`src/rtl/div16_pkg.sv`:
```
// Shared definitions for the div16 iterative divider.
//   - state_e      : FSM state encoding (StIdle, StRun, StFin)
//   - Width        : operand/result width (only 16 is supported)
//   - Iters        : number of restoring iterations (one quotient bit each)
//   - DivZeroQuot  : quotient reported for a zero divisor
//   - cond_neg()   : conditional two's complement negate, used for signed fix-up
package div16_pkg;

  localparam int unsigned Width    = 16;
  localparam int unsigned Iters    = 16;
  localparam int unsigned CntWidth = $clog2(Iters);

  localparam logic [CntWidth-1:0] LastIter    = CntWidth'(Iters - 1);
  localparam logic [Width-1:0]    DivZeroQuot = 16'hFFFF;

  typedef enum logic [1:0] {
    StIdle = 2'd0,
    StRun  = 2'd1,
    StFin  = 2'd2
  } state_e;

  function automatic logic [Width-1:0] cond_neg(input logic [Width-1:0] v, input logic neg);
    return neg ? (~v + Width'(1)) : v;
  endfunction

endpackage

```
`src/rtl/div16_sub16.sv`:
```
// Trial subtractor for the divider: diff = a - b, computed as a + ~b + 1 on a
// single carry chain. borrow is the inverted carry-out, i.e. high when a < b.
//   a, b   : 16-bit unsigned operands
//   diff   : a - b modulo 2^16
//   borrow : 1 when a < b
module div16_sub16
  import div16_pkg::*;
(
  input  logic [Width-1:0] a,
  input  logic [Width-1:0] b,
  output logic [Width-1:0] diff,
  output logic             borrow
);

  logic [Width:0] sum;

  always_comb begin
    sum    = {1'b0, a} + {1'b0, ~b} + {{Width{1'b0}}, 1'b1};
    diff   = sum[Width-1:0];
    borrow = ~sum[Width];
  end

endmodule

```
`src/rtl/div16.sv`:
```
// Iterative restoring divider, one quotient bit per cycle, MSB first.
// Optional feature macro: DIV16_SIGNED_EN -- when defined, operands and results are
// two's complement (quotient truncated toward zero, remainder takes the sign of a).
// Ports:
//   clk     : clock, rising edge
//   reset   : synchronous active-high reset (aborts any operation in flight)
//   start   : request, sampled only in idle
//   a, b    : dividend / divisor, captured with start
//   busy    : high for the 16 iteration cycles
//   done    : one-cycle pulse when quot/rem/divzero become valid
//   quot    : registered quotient
//   rem     : registered remainder
//   divzero : set with done when the completed operation had b == 0
module div16
  import div16_pkg::*;
(
  input  logic             clk,
  input  logic             reset,
  input  logic             start,
  input  logic [Width-1:0] a,
  input  logic [Width-1:0] b,
  output logic             busy,
  output logic             done,
  output logic [Width-1:0] quot,
  output logic [Width-1:0] rem,
  output logic             divzero
);

`ifdef DIV16_SIGNED_EN
  localparam bit SignedEn = 1'b1;
`else
  localparam bit SignedEn = 1'b0;
`endif

  state_e              state_q, state_d;
  logic [CntWidth-1:0] cnt_q, cnt_d;
  logic [Width-1:0]    dvd_q, dvd_d;   // dividend magnitude, shifted out MSB first
  logic [Width-1:0]    dvs_q, dvs_d;   // divisor magnitude
  logic [Width-1:0]    p_q, p_d;       // partial remainder
  logic [Width-1:0]    qb_q, qb_d;     // quotient bits collected so far
  logic                qneg_q, qneg_d; // negate quotient at the end
  logic                rneg_q, rneg_d; // negate remainder at the end
  logic [Width-1:0]    quot_q, quot_d;
  logic [Width-1:0]    rem_q, rem_d;
  logic                divz_q, divz_d;

  logic [Width-1:0] p_shift, diff, p_next, q_next;
  logic             borrow;
  logic             a_neg, b_neg;

  // After k iterations p < 2^k, so the bit dropped from p_q[15] is always zero.
  assign p_shift = {p_q[Width-2:0], dvd_q[Width-1]};

  div16_sub16 u_sub (
    .a      (p_shift),
    .b      (dvs_q),
    .diff   (diff),
    .borrow (borrow)
  );

  assign p_next = borrow ? p_shift : diff;
  assign q_next = {qb_q[Width-2:0], ~borrow};
  assign a_neg  = SignedEn && a[Width-1];
  assign b_neg  = SignedEn && b[Width-1];

  always_comb begin
    state_d = state_q;
    cnt_d   = cnt_q;
    dvd_d   = dvd_q;
    dvs_d   = dvs_q;
    p_d     = p_q;
    qb_d    = qb_q;
    qneg_d  = qneg_q;
    rneg_d  = rneg_q;
    quot_d  = quot_q;
    rem_d   = rem_q;
    divz_d  = divz_q;

    unique case (state_q)
      StIdle: begin
        if (start) begin
          if (b == '0) begin
            // No iterations needed; results are known immediately.
            state_d = StFin;
            quot_d  = DivZeroQuot;
            rem_d   = a;
            divz_d  = 1'b1;
          end else begin
            state_d = StRun;
            cnt_d   = '0;
            dvd_d   = cond_neg(a, a_neg);
            dvs_d   = cond_neg(b, b_neg);
            p_d     = '0;
            qb_d    = '0;
            qneg_d  = a_neg ^ b_neg;
            rneg_d  = a_neg;
          end
        end
      end
      StRun: begin
        dvd_d = {dvd_q[Width-2:0], 1'b0};
        p_d   = p_next;
        qb_d  = q_next;
        cnt_d = cnt_q + CntWidth'(1);
        if (cnt_q == LastIter) begin
          state_d = StFin;
          quot_d  = cond_neg(q_next, qneg_q);
          rem_d   = cond_neg(p_next, rneg_q);
          divz_d  = 1'b0;
        end
      end
      StFin: begin
        state_d = StIdle;
      end
      default: begin
        state_d = StIdle;
      end
    endcase
  end

  always_ff @(posedge clk) begin
    if (reset) begin
      state_q <= StIdle;
      cnt_q   <= '0;
      dvd_q   <= '0;
      dvs_q   <= '0;
      p_q     <= '0;
      qb_q    <= '0;
      qneg_q  <= 1'b0;
      rneg_q  <= 1'b0;
      quot_q  <= '0;
      rem_q   <= '0;
      divz_q  <= 1'b0;
    end else begin
      state_q <= state_d;
      cnt_q   <= cnt_d;
      dvd_q   <= dvd_d;
      dvs_q   <= dvs_d;
      p_q     <= p_d;
      qb_q    <= qb_d;
      qneg_q  <= qneg_d;
      rneg_q  <= rneg_d;
      quot_q  <= quot_d;
      rem_q   <= rem_d;
      divz_q  <= divz_d;
    end
  end

  assign busy    = (state_q == StRun);
  assign done    = (state_q == StFin);
  assign quot    = quot_q;
  assign rem     = rem_q;
  assign divzero = divz_q;

endmodule

```
`config.mk`:
```
export PLATFORM = sky130hd
export DESIGN_NAME = div16
export DESIGN_NICKNAME = d
export VERILOG_FILES = /design/src/rtl/div16_pkg.sv /design/src/rtl/div16_sub16.sv /design/src/rtl/div16.sv
export SDC_FILE = /design/constraint.sdc
export NUM_CORES = 1
export LEC_CHECK = 0
export ABC_CLOCK_PERIOD_IN_PS = 6900
export CORE_MARGIN = 2
export CORE_UTILIZATION = 50
export DETAILED_ROUTE_END_ITERATION = 10
export PLACE_DENSITY_LB_ADDON = 0.12
export SLEW_MARGIN = 20
export SYNTH_ARGS = -nofsm -noshare
export SYNTH_HDL_FRONTEND = slang
export SYNTH_HIERARCHICAL = 1
export SYNTH_SLANG_ARGS = --single-unit
```
`constraint.sdc`:
```
create_clock -name clk -period 6.9 [get_ports clk]
set_clock_uncertainty 0.15 [all_clocks]
set_input_delay 2.07 -clock clk [delete_from_list [all_inputs] [get_ports clk]]
set_output_delay 2.07 -clock clk [all_outputs]
set_load 0.03 [all_outputs]
```
Word level (Yosys, flattened, before mapping). Index checks and enable logic that the tools add are counted.

Add/sub/neg operators: 3. Equality and inequality tests: 7. Bitwise logic cells: 2. Mux-type cells: 27. Reduce and logical (&&, ||, !) cells: 7.

Operators by type and width (number): $mux 16 (9); $pmux 16 s2 (3); $pmux 15 s2 (2); $mux 15 (2); $add 16x16->17 (1); $add 17x1->17 const B (1); $logic_not 16->1 (1); $not 16->16 (1); $mux 4 (2); $pmux 4 s2 (1); $mux 2 (3); $ne 2x2->1 const B (3); $reduce_and 3->1 (2); $add 4x1->4 const B (1); $eq 4x4->1 const B (1); $pmux 2 s2 (1); $reduce_and 4->1 (1); $mux 1 (3); $eq 2x1->1 const B (1); $eq 2x2->1 const B (1); $logic_not 2->1 (1); $ne 2x1->1 const B (1); $pmux 1 s2 (1); $reduce_and 2->1 (1); 2 further kinds (2).

Flip-flop bits (word level): 101.

Logic depth before layout (Yosys ltp). Gate-level depths: netlist (run 1).

Depth after elaboration: 6. Mapped depth: 14. Gate-level depth less buffers: 12.

Hierarchy. Netlist (run 1), hierarchy kept.

Modules (own cells, without submodules): div16 (area an instance 4260.3 um^2, cells each 491, times used 1); div16_sub16 (area an instance 884.6 um^2, cells each 130, times used 1).

Worst setup path before layout (run 1). Ideal clock, no wire load.

Path type: input -> register. From: in b[3]. To: reg dvs_q[10]. Setup slack: 3381 ps. Buffers on the path: 1. Stages on the path: 5. Data arrival time: 3237 ps. Setup time: 132 ps. Cell sequence: nor4_2 a41oi_1 clkbuf_1 nand3_1 a21oi_1.

Word-level cells in the longest chain between the ends: 3.

RTL lines: start: declaration (RTL line div16.sv:21) `input logic [Width-1:0] b,`; $logic_not 16->1 (RTL line div16.sv:82) `if (b == '0) begin`; $not 1->1 (no line); $reduce_and 3->1 (no line); end signal: assignment (RTL line div16.sv:138) `dvs_q <= dvs_d;`; end: declaration (RTL line div16.sv:38) `logic [Width-1:0] dvs_q, dvs_d;`.

No other way between the ends. A chain may end at the register's enable or synchronous reset.

Worst setup path after layout (run 1).
From: in b[10]. To: reg qb_q[12].

Word-level cells in the longest chain between the ends: 3.

RTL lines: $logic_not 16->1 (RTL line div16.sv:82); $ne 2x2->1 (no line); $reduce_and 3->1 (no line); end signal: assignment (RTL line div16.sv:140) `qb_q <= qb_d;`; end: declaration (RTL line div16.sv:40) `logic [Width-1:0] qb_q, qb_d;`.

No other way between the ends.

==> impl_metrics.yaml, run 1 <==
status:
  status: "finished, final reports clean"
final_layout:
  multi_input_area_mm2: 0.00279
  fill_cells: 914
  syn_to_final_growth_pct: 16.4
  regArea_mm2: 0.00202
  diodes: 0
  drive_above_1_share_pct: 7.73
  final_nets: 708
yosys:
  ys_ff_latch: 101
  yosys-top-cells-area: "dfxtp_1 39%, a21oi_1 8.1%, nor3_1 4.2%"
  ys.flop_type: "dfxtp_1"
  yosys_warnings: 6
  synth_edf_count: 0
  synth_area_leader_cell: "dfxtp_1"
  synth_top_area_share_pct: 39.3
  synth_cell_types: 53
  synth_nets: 674
  synthArstFlopShare_pct: 0
  synth_area_mm2: 0.00514
  synthCells: 621
  avgSynthCellArea_um2: 8.28
  synth_common_cells: "101 x dfxtp_1, 83 x a21oi_1, 51 x nand2_1, 43 x nor2_1, 43 x nor3_1"
  ys_seq_area_share_pct: 39.3
  synth_most_common_cell: "dfxtp_1"
worst_setup_path:
  cpPeakStageDelay_ns: 0.63
  worstSetupEndpointType: "flop"
  crit_fanout: 30
  required_ns: 7.01
  critical_path_class: "in2reg"
  setup.worst_path.start_class: "input pin"
  cp_slowest_cell: "nand2_1"
  worstPathCellList: "clkdlybuf4s50_1 > nor4_2 > a41o_1 > buf_4 > nand2_1 > o32ai_1"
  cp_data_arrival_time_ns: 4.70
clocking:
  cts_buffers: 9
  cts_hold_buf: 0
  cts_root_buffer: "clkbuf_8"
  post_cts_buffers: 0
  clkTransAtPathRegs_ns: 0.10
  cts-htree-levels: 3
  clk_latency_ns: 0.37
  clockBufferDepth: 2
  cts_tree: "yes"
  numClockSinks: 101
  cts.repair.resized: 0
timing:
  finalSetupViolCount: 0
  slew_viol_final: 0
  rsz0062_at_grt: "false"
  layout_setup_ws_ns: 2.31
  worstMarginPinSlew_ns: 1.08
  timing.hold.ws_ns: 0.305
  finalSetupTns_ns: 0
  max_slew_margin_pct: 27.8
  fmax_mhz: 218
  final.period_utilization_pct: 66.5
  finalHoldViolCount: 0
  period_needed_ns: 4.59
detailed_routing:
  num_vias: 4579
  dr.first_iter.drc_count: 218
  routed_wirelength_um: 13000
  wire_per_inst_um: 16.3
  vias_per_cell: 5.75
  dr.pass1.iters: 5
  remaining_drc_errors: 0
  ant_nets: 0
die:
  start_util_pct: 50.7
  die_w_um: 105
  coreArea_mm2: 0.0101
  fp.dieH_um: 105
  die_area_mm2: 0.0111
  rows: 37
  boundaryPins: 70
pwr:
  p_leak_nw: 2.21
  clockPowerShare_pct: 22.7
  power.total_mw: 1.61
  p_switching_mw: 0.583
  internal_power_mw: 1.03
  swShare_pct: 36.2
  powerDensity_mw_per_mm2: 269
  p_seq_share_pct: 40.4
  vdd_drop_max_mv: 0.130
  comb_power_share_pct: 36.9
placement:
  post-dp-hpwl_um: 9020
  dp_slack_ns: 1.93
  gp_congestion: 0.840
  io_buffer_count: 69
global_routing:
  grt_pass1_vias: 4349
  grtUsageTotal_pct: 24.2
  antenna_found_initial: 0
  grt_pass1_wl_um: 21800
  overflow: 0
  grt_max_degree: 98
hold_path:
  hold_class: "reg2reg"
run:
  cap_violations: 0
routing by layer:
| layer | GRT usage (%) | vias up | part of all wire [%] |
|---|---|---|---|
| met2 | 37.1 | 103 | 45 |
| met1 | 34.1 | 2135 | 48 |
| met5 | 0 | - | 0 |
| li1 | - | 2322 | - |
| met4 | 9.81 | 0 | 2.5 |
| met3 | 3.34 | 19 | 4.0 |
critical path: cells and delay by family:
kind,cells,cell delay (ns)
AO/OA/AOI/OAI,2,0.74
AND/OR/NAND/NOR,2,1.18
buffers and inverters,2,0.70
metrics by stage:
| step | area (um^2) | util [%] | std cells |
|---|---|---|---|
| 6_report | 5990 | 59.1 | 796 |
| 2_1_floorplan | 5140 | - | 621 |
| 3_5_place_dp | 5800 | 57.2 | 780 |
| 5_1_grt | 5990 | 59.1 | 796 |
| 4_1_cts | 5990 | 59.1 | 796 |
| 3_3_place_gp | 5800 | 57.2 | 780 |
power groups by stage:
| stage | Sequential, mW | Combinational, mW | Clock (mW) |
|---|---|---|---|
| 4_1_cts | 0.650 | 0.592 | 0.374 |
| 5_1_grt | 0.656 | 0.654 | 0.397 |
| 3_3_place_gp | 0.662 | 0.578 | 0 |
| 2_1_floorplan | 0.679 | 0.437 | 0 |
| 3_5_place_dp | 0.663 | 0.589 | 0 |
| 6_report | 0.650 | 0.593 | 0.365 |
sequential cells by signal, summed over array words and instances, names as in the netlist:
signal / cells
dvs_q: 16
quot: 16
divzero: 1
rem: 16
cnt_q: 4
dvd_q: 16
state_q: 2
p_q: 15
qb_q: 15
final timing paths:
kind / start / endpoint / slack, ns / cells past startpoint
max: b[10] / qb_q[12] / 2.31 / 6
min: qb_q[12] / qb_q[13] / 0.30 / 2
max reg2reg: dvs_q[2] / rem[11] / 3.15 / 11
min reg2reg: qb_q[12] / qb_q[13] / 0.30 / 2
cell families (layout without fill, tap and decap cells):
family	count (synthesis)	in the layout	synth area share, %
XOR/XNOR	11	11	1.87
flip-flops	101	101	39.3
multiplexers	18	18	3.53
adder cells (fa/ha/maj)	18	18	4.52
buffers and inverters	75	114	6.57
AO/OA/AOI/OAI	195	195	25.1
AND/OR/NAND/NOR	203	203	19.1
cells in the final DEF (no fill, tap or decap), drive strengths merged, types with 11 or more instances in the layout:
| master | n |
|---|---|
| o21ai | 24 |
| a211oi | 17 |
| nand2 | 51 |
| nand2b | 19 |
| clkbuf | 11 |
| inv | 26 |
| a31oi | 16 |
| a311oi | 17 |
| nor3 | 43 |
| clkdlybuf4s50 | 68 |
| ha | 17 |
| o22ai | 11 |
| nor2 | 43 |
| nand3 | 26 |
| a21oi | 85 |
| dfxtp | 101 |
| mux2i | 17 |
layout make-up:
cell class	instances	share of cell area (%)
Inverter	23	1.44
Clock inverter	5	0.647
Multi-Input combinational cell	445	46.6
Timing Repair Buffer	75	12.2
Tap cell	136	2.84
Sequential cell	101	33.8
Clock buffer	11	2.53
No activity file was read; power rests on OpenSTA's default activity.
==> run 2, diff against run 1 <==
--- a/config.mk
+++ b/config.mk
@@ -5,7 +5,7 @@
 export SDC_FILE = /design/constraint.sdc
 export NUM_CORES = 1
 export LEC_CHECK = 0
-export ABC_CLOCK_PERIOD_IN_PS = 6900
+export ABC_CLOCK_PERIOD_IN_PS = 3700
 export CORE_MARGIN = 2
 export CORE_UTILIZATION = 50
 export DETAILED_ROUTE_END_ITERATION = 10
==> constraint.sdc (replaced) <==
create_clock -name clk -period 3.7 [get_ports clk]
set_clock_uncertainty 0.15 [all_clocks]
set_input_delay 1.11 -clock clk [delete_from_list [all_inputs] [get_ports clk]]
set_output_delay 1.11 -clock clk [all_outputs]
set_load 0.03 [all_outputs]
==> impl_metrics.yaml, run 2 (same netlist as run 1, synthesis figures left out) <==
global_routing:
  antenna_found_initial: 0
  grt_pass1_wl_um: 22800
  grtUsageTotal_pct: 25.4
  grt_max_degree: 98
  overflow: 0
  grt_pass1_vias: 4603
clocking:
  clkTransAtPathRegs_ns: 0.10
  cts_hold_buf: 0
  clk_latency_ns: 0.37
  numClockSinks: 101
  clockBufferDepth: 2
  cts_tree: "yes"
  cts-htree-levels: 3
  cts_buffers: 9
  post_cts_buffers: 0
  cts_root_buffer: "clkbuf_8"
  cts.repair.resized: 0
pwr:
  internal_power_mw: 1.98
  p_switching_mw: 1.11
  powerDensity_mw_per_mm2: 508
  swShare_pct: 35.9
  p_seq_share_pct: 39.3
  vdd_drop_max_mv: 0.293
  p_leak_nw: 2.26
  comb_power_share_pct: 36.4
  clockPowerShare_pct: 24.3
placement:
  io_buffer_count: 69
  post-dp-hpwl_um: 9690
  dp_slack_ns: 0.419
  gp_congestion: 0.899
timing:
  finalSetupViolCount: 0
  fmax_mhz: 321
  rsz0062_at_grt: "false"
  max_slew_margin_pct: 36.5
  period_needed_ns: 3.12
  slew_viol_final: 0
  finalSetupTns_ns: 0
  worstMarginPinSlew_ns: 0.952
  final.period_utilization_pct: 84.3
  layout_setup_ws_ns: 0.580
  finalHoldViolCount: 0
detailed_routing:
  wire_per_inst_um: 17.0
  ant_nets: 0
  dr.first_iter.drc_count: 278
  dr.pass1.iters: 5
  remaining_drc_errors: 0
  num_vias: 4745
  routed_wirelength_um: 13700
  vias_per_cell: 5.89
worst_setup_path:
  worstSetupEndpointType: "flop"
  cp_data_arrival_time_ns: 3.27
  crit_fanout: 18
  required_ns: 3.85
  setup.worst_path.start_class: "flop"
  critical_path_class: "reg2reg"
final_layout:
  diodes: 0
  syn_to_final_growth_pct: 18.5
  final_cell_mix: "101 x dfxtp_1, 82 x a21oi_1, 68 x clkdlybuf4s50_1"
  final_nets: 717
  layout_commonest_cell: "dfxtp_1"
  drive_above_1_share_pct: 8.97
die:
  fp.dieH_um: 105
  boundaryPins: 70
  die_w_um: 105
  rows: 37
  coreArea_mm2: 0.0101
  die_area_mm2: 0.0111
  start_util_pct: 50.7
hold_path:
  hold_class: "reg2reg"
run:
  cap_violations: 0
status:
  status: "finished, final reports clean"
## run 2: cell count changes in the layout (fill, tap and decap cells not counted), sizes merged
cell / before / now
bufinv: 0 / 1
buf: 7 / 16
clkbuf: 11 / 10
## run 2: stage by stage
step / util (%) / instances / area, um^2 / total power, mW / hold WS (ns)
floorplan: - / 621 / 5140 / 2.08 / 0.282
global placement: 58.0 / 789 / 5880 / 2.35 / 0.288
detailed placement: 58.0 / 789 / 5880 / 2.36 / 0.297
CTS: 60.1 / 805 / 6090 / 3.11 / 0.323
global route: 60.1 / 805 / 6090 / 3.27 / 0.346
finish: 60.1 / 805 / 6090 / 3.09 / 0.319
## run 2: cell type report
type / instances / area [um^2]
flip-flops and latches: 101 / 2020
fillers: 955 / 4040
well taps: 136 / 170
multi-input cells: 445 / 2790
clock buffers: 10 / 138
repair buffers: 84 / 811
clock inverters: 6 / 76.3
inverters: 23 / 86.3
## run 2: power groups by stage
stage / Clock (mW) / Sequential, mW / Combinational (mW)
2_1_floorplan: 0 / 1.27 / 0.816
3_5_place_dp: 0 / 1.24 / 1.12
5_1_grt: 0.809 / 1.23 / 1.24
6_report: 0.751 / 1.22 / 1.13
4_1_cts: 0.765 / 1.22 / 1.13
3_3_place_gp: 0 / 1.24 / 1.11
## run 2: worst max-delay path, cell delays in order, from the launching register on
cell and delay [ns]:
dfxtp_1 0.36, inv_1 0.05, ha_1 0.22, fa_1 0.45
nor2b_4 0.14, o2111ai_1 0.16, a21oi_1 0.32, o311ai_1 0.13
and3_1 0.16, buf_4 0.22, mux2i_1 0.15, nor2_1 0.21
a21oi_1 0.08, a211oi_2 0.25
## run 2: path summary, 6_finish.rpt
kind              startpoint       end  slack [ns]  depth (start not counted)
setup / recovery   dvd_q[15]    rem[7]        0.58                         13
hold / removal      dvd_q[0]  dvd_q[0]        0.32                          2
setup reg to reg   dvd_q[15]    rem[7]        0.58                         13
hold reg to reg     dvd_q[0]  dvd_q[0]        0.32                          2
## run 2: per-layer routing
layer	global-route usage [%]	routed length, um
met1	34.2	6300
met2	40.9	6440
met3	5.50	699
met4	7.52	239
met5	0	0
